==> config.mk <==
export PLATFORM = sky130hd
export DESIGN_NAME = csr_unit_flat
export DESIGN_NICKNAME = d
export VERILOG_FILES = /design/src/rtl/csr_unit_if.sv /design/src/rtl/csr_unit.sv /design/src/flat_wrapper.sv
export SDC_FILE = /design/constraint.sdc
export NUM_CORES = 1
export LEC_CHECK = 0
export CAP_MARGIN = 20
export CORE_UTILIZATION = 25
export CTS_CLUSTER_DIAMETER = 60
export CTS_CLUSTER_SIZE = 40
export DETAILED_ROUTE_END_ITERATION = 8
export GPL_ROUTABILITY_DRIVEN = 0
export PLACE_DENSITY = 0.53
export SYNTH_ARGS = -nofsm -noshare
export SYNTH_HDL_FRONTEND = slang
export SYNTH_SLANG_ARGS = --single-unit
==> constraint.sdc <==
create_clock -name clk -period 16.3 [get_ports clk]
set_input_delay 3.26 -clock clk [delete_from_list [all_inputs] [get_ports clk]]
set_output_delay 3.26 -clock clk [all_outputs]
set_load 0.02 [all_outputs]
==> src/rtl/csr_unit_if.sv <==
// csr_unit_if: pipeline-facing CSR access, trap/MRET and interrupt signals of csr_unit.
interface csr_unit_if;
    logic        csr_en;
    logic [2:0]  csr_func;
    logic [11:0] csr_addr;
    logic [31:0] csr_src;
    logic        csr_src_zero;
    logic [31:0] csr_rdata;
    logic        csr_illegal;
    logic        trap_valid;
    logic [31:0] trap_cause;
    logic [31:0] trap_pc;
    logic [31:0] trap_tval;
    logic        mret;
    logic        instr_retire;
    logic        ext_irq;
    logic        irq_pending;
    logic        trap_redirect;
    logic [31:0] trap_target;
    logic [1:0]  priv_mode;
    modport master (
        output csr_en, csr_func, csr_addr, csr_src, csr_src_zero, trap_valid, trap_cause,
               trap_pc, trap_tval, mret, instr_retire, ext_irq,
        input  csr_rdata, csr_illegal, irq_pending, trap_redirect, trap_target, priv_mode
    );
    modport slave (
        input  csr_en, csr_func, csr_addr, csr_src, csr_src_zero, trap_valid, trap_cause,
               trap_pc, trap_tval, mret, instr_retire, ext_irq,
        output csr_rdata, csr_illegal, irq_pending, trap_redirect, trap_target, priv_mode
    );
endinterface

==> src/rtl/csr_unit.sv <==
// csr_unit: M-mode CSR file with trap/MRET sequencing and privilege tracking.
// Define CSR_COUNTERS_EN to add the mcycle/minstret counters and their user shadows.
module csr_unit #(
    parameter logic [31:0] MTVEC_RESET = 32'h0000_0100,
    parameter logic [31:0] HART_ID     = 32'd0
) (
    input logic       clk,
    input logic       reset,
    csr_unit_if.slave bus
);
    logic [1:0]  priv_q, priv_d, mpp_q, mpp_d;
    logic        mie_q, mie_d, mpie_q, mpie_d, meie_q, meie_d, meip_q;
    logic [31:0] mtvec_q, mtvec_d, mepc_q, mepc_d, mscratch_q, mscratch_d;
    logic [31:0] mcause_q, mcause_d, mtval_q, mtval_d;
    logic [31:0] old, wdata;
    logic [11:0] a;
    logic        hit, wr_try, illegal, wr, mret_ok;
`ifdef CSR_COUNTERS_EN
    logic [63:0] mcycle_q, mcycle_d, minstret_q, minstret_d;
`else
    logic        unused_retire;
    assign unused_retire = bus.instr_retire;
`endif
    assign a = bus.csr_addr;
    always_comb begin
        hit = 1'b1;
        case (a)
            12'h300: old = {19'd0, mpp_q, 3'd0, mpie_q, 3'd0, mie_q, 3'd0};
            12'h301: old = 32'h4000_1100;
            12'h304: old = {20'd0, meie_q, 11'd0};
            12'h305: old = mtvec_q;
            12'h340: old = mscratch_q;
            12'h341: old = mepc_q;
            12'h342: old = mcause_q;
            12'h343: old = mtval_q;
            12'h344: old = {20'd0, meip_q, 11'd0};
            12'hF14: old = HART_ID;
`ifdef CSR_COUNTERS_EN
            12'hB00, 12'hC00: old = mcycle_q[31:0];
            12'hB80, 12'hC80: old = mcycle_q[63:32];
            12'hB02, 12'hC02: old = minstret_q[31:0];
            12'hB82, 12'hC82: old = minstret_q[63:32];
`endif
            default: begin
                old = 32'd0;
                hit = 1'b0;
            end
        endcase
    end
    // RS/RC with a zero source are pure reads and must not trip the read-only check
    assign wr_try  = bus.csr_func[1:0] == 2'b01 || !bus.csr_src_zero;
    assign illegal = bus.csr_en && (!hit || a[9:8] > priv_q || (wr_try && &a[11:10])
                     || bus.csr_func[1:0] == 2'b00);
    assign wdata   = bus.csr_func[1:0] == 2'b01 ? bus.csr_src
                   : bus.csr_func[1:0] == 2'b10 ? old | bus.csr_src : old & ~bus.csr_src;
    assign wr      = bus.csr_en && wr_try && !illegal && !bus.trap_valid && !bus.mret;
    assign mret_ok = bus.mret && !bus.trap_valid && priv_q == 2'b11;
    always_comb begin
        priv_d     = priv_q;
        mpp_d      = mpp_q;
        mie_d      = mie_q;
        mpie_d     = mpie_q;
        meie_d     = wr && a == 12'h304 ? wdata[11] : meie_q;
        mtvec_d    = wr && a == 12'h305 ? wdata & ~32'd3 : mtvec_q;
        mscratch_d = wr && a == 12'h340 ? wdata : mscratch_q;
        mepc_d     = wr && a == 12'h341 ? wdata & ~32'd3 : mepc_q;
        mcause_d   = wr && a == 12'h342 ? wdata : mcause_q;
        mtval_d    = wr && a == 12'h343 ? wdata : mtval_q;
        if (bus.trap_valid) begin
            mepc_d   = bus.trap_pc & ~32'd3;
            mcause_d = bus.trap_cause;
            mtval_d  = bus.trap_tval;
            mpie_d   = mie_q;
            mie_d    = 1'b0;
            mpp_d    = priv_q;
            priv_d   = 2'b11;
        end else if (mret_ok) begin
            priv_d = mpp_q;
            mie_d  = mpie_q;
            mpie_d = 1'b1;
            mpp_d  = 2'b00;
        end else if (wr && a == 12'h300) begin
            mie_d  = wdata[3];
            mpie_d = wdata[7];
            mpp_d  = {2{&wdata[12:11]}};
        end
    end
`ifdef CSR_COUNTERS_EN
    // a write to either half replaces it and swallows that cycle's increment
    assign mcycle_d   = wr && a == 12'hB00 ? {mcycle_q[63:32], wdata}
                      : wr && a == 12'hB80 ? {wdata, mcycle_q[31:0]} : mcycle_q + 64'd1;
    assign minstret_d = wr && a == 12'hB02 ? {minstret_q[63:32], wdata}
                      : wr && a == 12'hB82 ? {wdata, minstret_q[31:0]}
                      : minstret_q + {63'd0, bus.instr_retire};
`endif
    always_ff @(posedge clk or posedge reset) begin
        if (reset) begin
            priv_q     <= 2'b11;
            mpp_q      <= 2'b00;
            mie_q      <= 1'b0;
            mpie_q     <= 1'b0;
            meie_q     <= 1'b0;
            meip_q     <= 1'b0;
            mtvec_q    <= MTVEC_RESET & ~32'd3;
            mscratch_q <= 32'd0;
            mepc_q     <= 32'd0;
            mcause_q   <= 32'd0;
            mtval_q    <= 32'd0;
`ifdef CSR_COUNTERS_EN
            mcycle_q   <= 64'd0;
            minstret_q <= 64'd0;
`endif
        end else begin
            priv_q     <= priv_d;
            mpp_q      <= mpp_d;
            mie_q      <= mie_d;
            mpie_q     <= mpie_d;
            meie_q     <= meie_d;
            meip_q     <= bus.ext_irq;
            mtvec_q    <= mtvec_d;
            mscratch_q <= mscratch_d;
            mepc_q     <= mepc_d;
            mcause_q   <= mcause_d;
            mtval_q    <= mtval_d;
`ifdef CSR_COUNTERS_EN
            mcycle_q   <= mcycle_d;
            minstret_q <= minstret_d;
`endif
        end
    end
    assign bus.csr_rdata     = reset ? 32'd0 : old;
    assign bus.csr_illegal   = !reset && illegal;
    assign bus.irq_pending   = !reset && mie_q && meie_q && meip_q;
    assign bus.trap_redirect = !reset && (bus.trap_valid || bus.mret);
    assign bus.trap_target   = reset ? 32'd0 : bus.trap_valid ? mtvec_q : bus.mret ? mepc_q : 32'd0;
    assign bus.priv_mode     = priv_q;
endmodule

==> src/flat_wrapper.sv <==
// flat-port wrapper written by rule: the top's interface ports become plain ports
module csr_unit_flat 
#(
    parameter logic [31:0] MTVEC_RESET = 32'h0000_0100,
    parameter logic [31:0] HART_ID     = 32'd0
)
  (clk, reset, bus_csr_en, bus_csr_func, bus_csr_addr, bus_csr_src, bus_csr_src_zero, bus_trap_valid, bus_trap_cause, bus_trap_pc, bus_trap_tval, bus_mret, bus_instr_retire, bus_ext_irq, bus_csr_rdata, bus_csr_illegal, bus_irq_pending, bus_trap_redirect, bus_trap_target, bus_priv_mode);
  csr_unit_if bus_i ();
  input logic clk;
  input logic reset;
  input wire logic [$bits(bus_i.csr_en)-1:0] bus_csr_en;
  input wire logic [$bits(bus_i.csr_func)-1:0] bus_csr_func;
  input wire logic [$bits(bus_i.csr_addr)-1:0] bus_csr_addr;
  input wire logic [$bits(bus_i.csr_src)-1:0] bus_csr_src;
  input wire logic [$bits(bus_i.csr_src_zero)-1:0] bus_csr_src_zero;
  input wire logic [$bits(bus_i.trap_valid)-1:0] bus_trap_valid;
  input wire logic [$bits(bus_i.trap_cause)-1:0] bus_trap_cause;
  input wire logic [$bits(bus_i.trap_pc)-1:0] bus_trap_pc;
  input wire logic [$bits(bus_i.trap_tval)-1:0] bus_trap_tval;
  input wire logic [$bits(bus_i.mret)-1:0] bus_mret;
  input wire logic [$bits(bus_i.instr_retire)-1:0] bus_instr_retire;
  input wire logic [$bits(bus_i.ext_irq)-1:0] bus_ext_irq;
  output wire logic [$bits(bus_i.csr_rdata)-1:0] bus_csr_rdata;
  output wire logic [$bits(bus_i.csr_illegal)-1:0] bus_csr_illegal;
  output wire logic [$bits(bus_i.irq_pending)-1:0] bus_irq_pending;
  output wire logic [$bits(bus_i.trap_redirect)-1:0] bus_trap_redirect;
  output wire logic [$bits(bus_i.trap_target)-1:0] bus_trap_target;
  output wire logic [$bits(bus_i.priv_mode)-1:0] bus_priv_mode;
  assign bus_i.csr_en = bus_csr_en;
  assign bus_i.csr_func = bus_csr_func;
  assign bus_i.csr_addr = bus_csr_addr;
  assign bus_i.csr_src = bus_csr_src;
  assign bus_i.csr_src_zero = bus_csr_src_zero;
  assign bus_i.trap_valid = bus_trap_valid;
  assign bus_i.trap_cause = bus_trap_cause;
  assign bus_i.trap_pc = bus_trap_pc;
  assign bus_i.trap_tval = bus_trap_tval;
  assign bus_i.mret = bus_mret;
  assign bus_i.instr_retire = bus_instr_retire;
  assign bus_i.ext_irq = bus_ext_irq;
  assign bus_csr_rdata = bus_i.csr_rdata;
  assign bus_csr_illegal = bus_i.csr_illegal;
  assign bus_irq_pending = bus_i.irq_pending;
  assign bus_trap_redirect = bus_i.trap_redirect;
  assign bus_trap_target = bus_i.trap_target;
  assign bus_priv_mode = bus_i.priv_mode;
  csr_unit #(.MTVEC_RESET(MTVEC_RESET), .HART_ID(HART_ID)) u_core (.clk(clk), .reset(reset), .bus(bus_i));
endmodule
==> key figures, run 1 <==
Status
  – Status: finished, final reports clean

Die
  – Ports: 220
  – Core Box Area: 37700 um^2
  – Row cnt: 71
  – Die area: 39000 um^2
  – Die H: 198 um
  – Starting Density: 0.254
  – Die Width: 198 um

Worst hold path
  – WHS Path Cells: 2
  – Hold Path Sink: u_core.mscratch_q[25]$_DFFE_PP0P_
  – Hold_sp: u_core.mscratch_q[25]$_DFFE_PP0P_
  – Worst hold path class: flop to flop

Setup path
  – WP data required: 13.04 ns
  – Worst endpoint data arrival time: 6.44 ns
  – Reg2Reg Setup Slack: 12.81 ns
  – Critical-path maximum fanout: 41
  – CP Capture Type: primary output
  – CP Launch Type: input port
  – Largest stage delay, worst path: 0.67 ns
  – Slowest library cell on the worst path: clkdlybuf4s50_1
  – Worst Path Buf+Inv: 2
  – FF-to-FF Start: u_core.bus.priv_mode[1]$_DFFE_PP1P_
  – Critical Setup Path Class: input port to primary output
  – FF-to-FF path depth: 9
  – Cell family with most CP delay: simple AND/OR/NAND/NOR gates
  – RR Endpoint: u_core.mepc_q[11]$_DFFE_PP0P_
  – Crit-path cells: clkdlybuf4s50_1 > or4_4 > or2_4 > nor2_1 > a22oi_1 > nor2_1 > clkdlybuf4s50_1

Clock network
  – Clk buf depth: 2
  – Hold_buf cts: 0
  – Clock Latency Late Sink: 0.43 ns
  – Clk slew on worst S/H paths: 0.06 ns
  – Cts repair resizes: 0
  – Post-CTS Setup Inserts: 0
  – Clock root cell: clkbuf_16
  – CTS tree: yes
  – Clock Sinks: 164
  – CTS buffer count: 17
  – H-tree level count: 4

Timing
  – Final-report hold violation count: 0
  – Fin crit period: 9.70 ns
  – Normalized max-slew margin: 0.256
  – Final setup fails: 0
  – FMAX: 103 MHz
  – Smallest setup slack after layout: 6.60 ns
  – Tcrit/Tclk final: 0.595
  – Setup_tns: 0 ns
  – Slew Viols, Final: 0
  – RSZ-0062 raised after global routing: no
  – Slew @ Worst Pin: 1.12 ns
  – Worst Skew: 0.00963 ns

Global route
  – Number of global-route vias before repair: 9295
  – First-pass GRT wire length: 57500 um
  – Initial antenna violation count: 2
  – Global-route congestion overflow total: 0
  – Total GRT Usage: 0.197
  – Largest net degree at the start of global routing: 103

Power
  – Leakage power total: 5.01 nW
  – Total power density per cell area: 81.5 nW/um^2
  – VDD IR max: 0.0670 mV

Route
  – Via count: 9255
  – WL final: 38600 um
  – WL/cell: 22.0 um
  – Initial DRT Pass Iterations: 5
  – DRC: 0
  – Antenna-violating nets left: 0
  – 1st-iter DRT viols: 708
  – Vias per cell: 5.29

Placed design
  – Dpl hpwl: 23300 um
  – Number of I/O port buffers: 213
  – Setup WS pre-CTS: 6.61 ns

Logic synthesis
  – Syn avg cell area: 8.85 um^2
  – Post-Syn Area: 9560 um^2
  – Area contributors post-synth: dfrtp_1 42%, o21ai_0 7.4%, a22oi_1 5.0%
  – Post-synth top area cell: dfrtp_1
  – Fraction of registers with async set/reset: 1.00
  – Yosys cell types: 65
  – Yosys warns: 0
  – EDFF count, synth: 0
  – Post-synth top area share: 0.421
  – Post-Syn Instances: 1081
  – Main synth FF type: dfrtp_1
  – Synth Register Bits: 164
  – Register area share after synthesis: 0.429

Finish
  – Final net count: 1381
  – Layout cells sized above 1: 0.0734
  – Synthesis-to-layout area growth: 32.2%
  – # diodes: 0

Flow run
  – Total of max-cap violations: 0
report_power, final:
part	leakage, nW	internal (mW)	total, mW	switching [mW]
Sequential	2.10	0.430	0.444	0.0144
Combinational	2.63	0.0792	0.177	0.0981
Clock	0.280	0.220	0.408	0.189
metrics by stage:
step | hold WS, ns | std cells | utilization | instance area, um^2 | power [mW]
CTS | 0.485 | 1750 | 0.335 | 12600 | 1.04
detailed placement | 0.469 | 1719 | 0.320 | 12000 | 0.629
finish | 0.482 | 1751 | 0.336 | 12600 | 1.03
floorplan | 0.445 | 1082 | - | 9570 | 0.545
global placement | 0.459 | 1719 | 0.320 | 12000 | 0.628
global route | 0.505 | 1751 | 0.336 | 12600 | 1.08
worst max-delay path by stage:
stage | cells after the start | endpoint | start | slack [ns]
final | 7 | bus_csr_rdata[17] | bus_csr_addr[3] | 6.60
after global routing | 5 | bus_csr_rdata[31] | reset | 6.51
after CTS | 7 | bus_csr_rdata[17] | bus_csr_addr[3] | 6.60
after detailed placement | 7 | bus_csr_rdata[17] | bus_csr_addr[3] | 6.61
after global placement | 7 | bus_csr_rdata[17] | bus_csr_addr[3] | 6.60
after floorplan | 3 | bus_csr_rdata[31] | reset | 5.53
placed cells by master (no fill, tap or decap), drive strengths merged, types with 20 or more instances in the layout:
master	Yosys	final
a31oi	27	27
inv	12	20
mux2i	32	32
a21oi	48	48
xnor2	32	32
and2	29	29
buf	25	24
nand2	113	113
dfrtp	161	161
and3	37	37
clkdlybuf4s50	0	206
o21ai	158	158
nor3	24	24
a22oi	64	64
o221ai	20	20
nor2	76	76
cells by family after synthesis:
logic type / after synthesis / share of synthesized area
compound gates: 403 / 0.275
simple gates: 320 / 0.161
flops: 164 / 0.429
buf+inv: 115 / 0.0501
mux: 44 / 0.0519
xor+xnor: 32 / 0.0293
fa+ha+maj: 2 / 0.00262
other cells: 1 / 0.000392
registers in the layout, indices dropped and copies added (netlist names):
signal,flops
u_core.mscratch_q,32
u_core.bus.priv_mode,2
u_core.mpp_q,2
u_core.mcause_q,32
u_core.mtval_q,32
u_core.mtvec_q,30
u_core.mie_q,1
u_core.meie_q,1
u_core.mepc_q,30
u_core.mpie_q,1
u_core.meip_q,1
cell usage after synthesis, types with 12 or more instances:
cell,number
a21oi_1,48
a222oi_1,18
a22o_1,12
a22oi_1,64
a31oi_1,27
and2_1,28
and3_1,37
buf_2,14
clkbuf_1,78
dfrtp_1,161
inv_1,12
mux2i_1,32
nand2_1,113
nor2_1,75
nor3_1,23
o21ai_0,141
o21ai_1,17
o221ai_1,20
o2bb2ai_1,18
xnor2_1,32
worst register-to-register path: stages, from the launching register on:
cell      delay (ns)
dfstp_2         0.59
inv_1           0.09
ha_1            0.31
nor2b_1         0.13
o21ai_0         0.40
nand4_1         0.38
nand2b_2        0.58
buf_4           0.39
and3_1          0.24
a221o_1         0.26
metal layers:
metal  vias up  track usage  share of wire
met3        43       0.0355          0.059
met2       320        0.315           0.46
li1       4276            -              -
met4         4       0.0514          0.018
met1      4612        0.273           0.46
met5         -            0        0.00060
final cells by class:
cell class | count | area (um^2)
inverters | 12 | 50.0
clock inverters | 13 | 140
clock buffers | 18 | 439
multi-input cells | 803 | 5030
well taps | 511 | 639
repair buffers | 230 | 2240
fillers | 3970 | 25000
flip-flops and latches | 164 | 4110
Note: power is estimated with default switching activity, not from simulation.
==> run 2, diff against run 1 <==
- PLACE_DENSITY: 0.53 -> 0.54
- clock period: 16.3 -> 8.78 ns (I/O delays scaled with it)
==> key figures, run 2 (synthesis gave the netlist of run 1 again) <==
Die
  – Die H: 198 um (unchanged)
  – Die Width: 198 um (unchanged)
  – Die area: 39000 um^2 (unchanged)
  – Ports: 220 (unchanged)
  – Core Box Area: 37700 um^2 (unchanged)
  – Row cnt: 71 (unchanged)
  – Starting Density: 0.254 (unchanged)

Worst hold path
  – Hold Path Sink: u_core.mscratch_q[3]$_DFFE_PP0P_ (was u_core.mscratch_q[25]$_DFFE_PP0P_)
  – WHS Path Cells: 2 (unchanged)
  – Worst hold path class: flop to flop (unchanged)
  – Hold_sp: u_core.mscratch_q[3]$_DFFE_PP0P_ (was u_core.mscratch_q[25]$_DFFE_PP0P_)

Clock network
  – Clock Latency Late Sink: 0.43 ns (about the same)
  – CTS buffer count: 17 (unchanged)
  – Post-CTS Setup Inserts: 0 (unchanged)
  – Clk buf depth: 2 (unchanged)
  – Cts repair resizes: 0 (unchanged)
  – Clock root cell: clkbuf_16 (unchanged)
  – H-tree level count: 4 (unchanged)
  – Hold_buf cts: 0 (unchanged)
  – Clk slew on worst S/H paths: 0.06 ns (about the same)
  – CTS tree: yes (unchanged)
  – Clock Sinks: 164 (unchanged)

Flow run
  – Total of max-cap violations: 0 (unchanged)

Power
  – Logic pwr share: 0.177 (was 0.172)
  – Clock Power Share: 0.380 (was 0.397)
  – Flop pwr share: 0.443 (was 0.431)
  – Int Power: 1.33 mW (was 729 uW)
  – Final Total Pwr: 1.86 mW (was 1.03 mW)
  – Sw frac: 0.289 (was 0.292)
  – Total power density per cell area: 147 nW/um^2 (was 81.5 nW/um^2)
  – Net Sw Power: 538 uW (was 301 uW)
  – Leakage power total: 5.02 nW (was 5.01 nW)
  – VDD IR max: 0.118 mV (was 0.0670 mV)

Global route
  – Number of global-route vias before repair: 9124 (was 9295)
  – First-pass GRT wire length: 57500 um (about the same)
  – Largest net degree at the start of global routing: 71 (was 103)
  – Initial antenna violation count: 2 (unchanged)
  – Global-route congestion overflow total: 0 (unchanged)
  – Total GRT Usage: 0.197 (about the same)

Timing
  – Hold Slack: 0.478 ns (was 0.482 ns)
  – Final-report hold violation count: 0 (unchanged)
  – Slew @ Worst Pin: 1.04 ns (was 1.12 ns)
  – Worst Skew: 0.0109 ns (was 0.00963 ns)
  – Tcrit/Tclk final: 0.772
  – Normalized max-slew margin: 0.305 (was 0.256)
  – FMAX: 148 MHz
  – Slew Viols, Final: 0 (unchanged)
  – Fin crit period: 6.78 ns
  – RSZ-0062 raised after global routing: no (unchanged)
  – Final setup fails: 0 (unchanged)
  – Setup_tns: 0 ns (unchanged)

Route
  – Antenna-violating nets left: 0 (unchanged)
  – Initial DRT Pass Iterations: 5 (unchanged)
  – 1st-iter DRT viols: 654 (was 708)
  – DRC: 0 (unchanged)
  – WL/cell: 21.7 um (was 22.0 um)
  – WL final: 38200 um (was 38600 um)
  – Via count: 9105 (was 9255)
  – Vias per cell: 5.18 (was 5.29)

Placed design
  – Dpl hpwl: 24200 um (was 23300 um)
  – Number of I/O port buffers: 213 (unchanged)

Finish
  – Layout cells sized above 1: 0.0754 (was 0.0734)
  – Largest regs: u_core.mcause_q x32, u_core.mscratch_q x32, u_core.mtval_q x32 (unchanged)
  – Synthesis-to-layout area growth: 32.2% (about the same)
  – # diodes: 0 (unchanged)
  – Final net count: 1386 (was 1381)
  – Commonest non-fill, non-tap cell in the layout: clkdlybuf4s50_1 (unchanged)
  – Most frequent cells in the layout: 206 x clkdlybuf4s50_1, 161 x dfrtp_1, 141 x o21ai_0 (unchanged)

Setup path
  – Critical Setup Path Class: input port to primary output (unchanged)
  – FF-to-FF Start: u_core.bus.priv_mode[1]$_DFFE_PP1P_ (unchanged)
  – CP Capture Type: primary output (unchanged)
  – WP data required: 7.02 ns (was 13.04 ns)
  – FF-to-FF path depth: 8 (was 9)
  – Critical-path maximum fanout: 14 (was 41)
  – Reg2Reg Setup Slack: 5.42 ns (was 12.81 ns)
  – RR Endpoint: u_core.mtvec_q[12]$_DFFE_PP0P_ (was u_core.mepc_q[11]$_DFFE_PP0P_)
  – Worst endpoint data arrival time: 5.02 ns (was 6.44 ns)
  – CP Launch Type: input port (unchanged)

Status
  – Status: finished, final reports clean (unchanged)
run 2: cell count changes in the layout (fill, tap and decap cells not counted), sizes merged:
cell,delta
clkbuf,+4
buf,+5
inv,-6
clkinv,+3
bufinv,-1
clkinvlp,+1
run 2: worst max-delay path: stages:
cell	delay [ns]
clkdlybuf4s50_1	0.78
buf_4	0.30
nor2b_2	0.85
nor2_1	0.15
o32ai_1	0.38
a311oi_1	0.20
clkdlybuf4s50_1	0.59
run 2: layout make-up:
cell class / instances / area [um^2]
sequential: 164 / 4110
clock buffer: 22 / 464
fill: 3972 / 25000
inverter: 12 / 50.0
multi-input combinational: 803 / 5030
tap: 511 / 639
timing repair buffer: 235 / 2280
clock inverter: 10 / 76.3
run 2: layer usage:
metal / up-vias / routed length (um) / GRT usage
li1: 4278 / - / -
met1: 4484 / 18100 / 0.276
met2: 318 / 17600 / 0.319
met3: 23 / 1990 / 0.0289
met4: 2 / 388 / 0.0425
met5: - / 11 / 0
run 2: per-stage QoR:
| step | instance area (um^2) | std cells | utilization | setup WS (ns) |
|---|---|---|---|---|
| final | 12600 | 1757 | 0.336 | 2.00 |
| after global routing | 12600 | 1757 | 0.336 | 1.85 |
| after CTS | 12600 | 1756 | 0.335 | 1.98 |
| after detailed placement | 12100 | 1724 | 0.321 | 2.00 |
| after global placement | 12100 | 1724 | 0.321 | 1.99 |
| after floorplan | 9570 | 1082 | - | 1.01 |
run 2: power groups by stage:
| stage | Combinational, mW | Clock [mW] | Sequential, mW |
|---|---|---|---|
| floorplan | 0.180 | 0 | 0.831 |
| global placement | 0.330 | 0 | 0.836 |
| detailed placement | 0.332 | 0 | 0.837 |
| CTS | 0.334 | 0.728 | 0.823 |
| global route | 0.362 | 0.759 | 0.829 |
| finish | 0.330 | 0.708 | 0.825 |
run 2: how the worst max path moves through the flow:
stage          cells past startpoint                 to             from
6_report                           7    bus_csr_illegal  bus_csr_addr[6]
5_1_grt                            7  bus_csr_rdata[21]  bus_csr_addr[6]
4_1_cts                            7    bus_csr_illegal  bus_csr_addr[6]
3_5_place_dp                       7    bus_csr_illegal  bus_csr_addr[6]
3_3_place_gp                       7    bus_csr_illegal  bus_csr_addr[6]
2_1_floorplan                      3  bus_csr_rdata[31]            reset
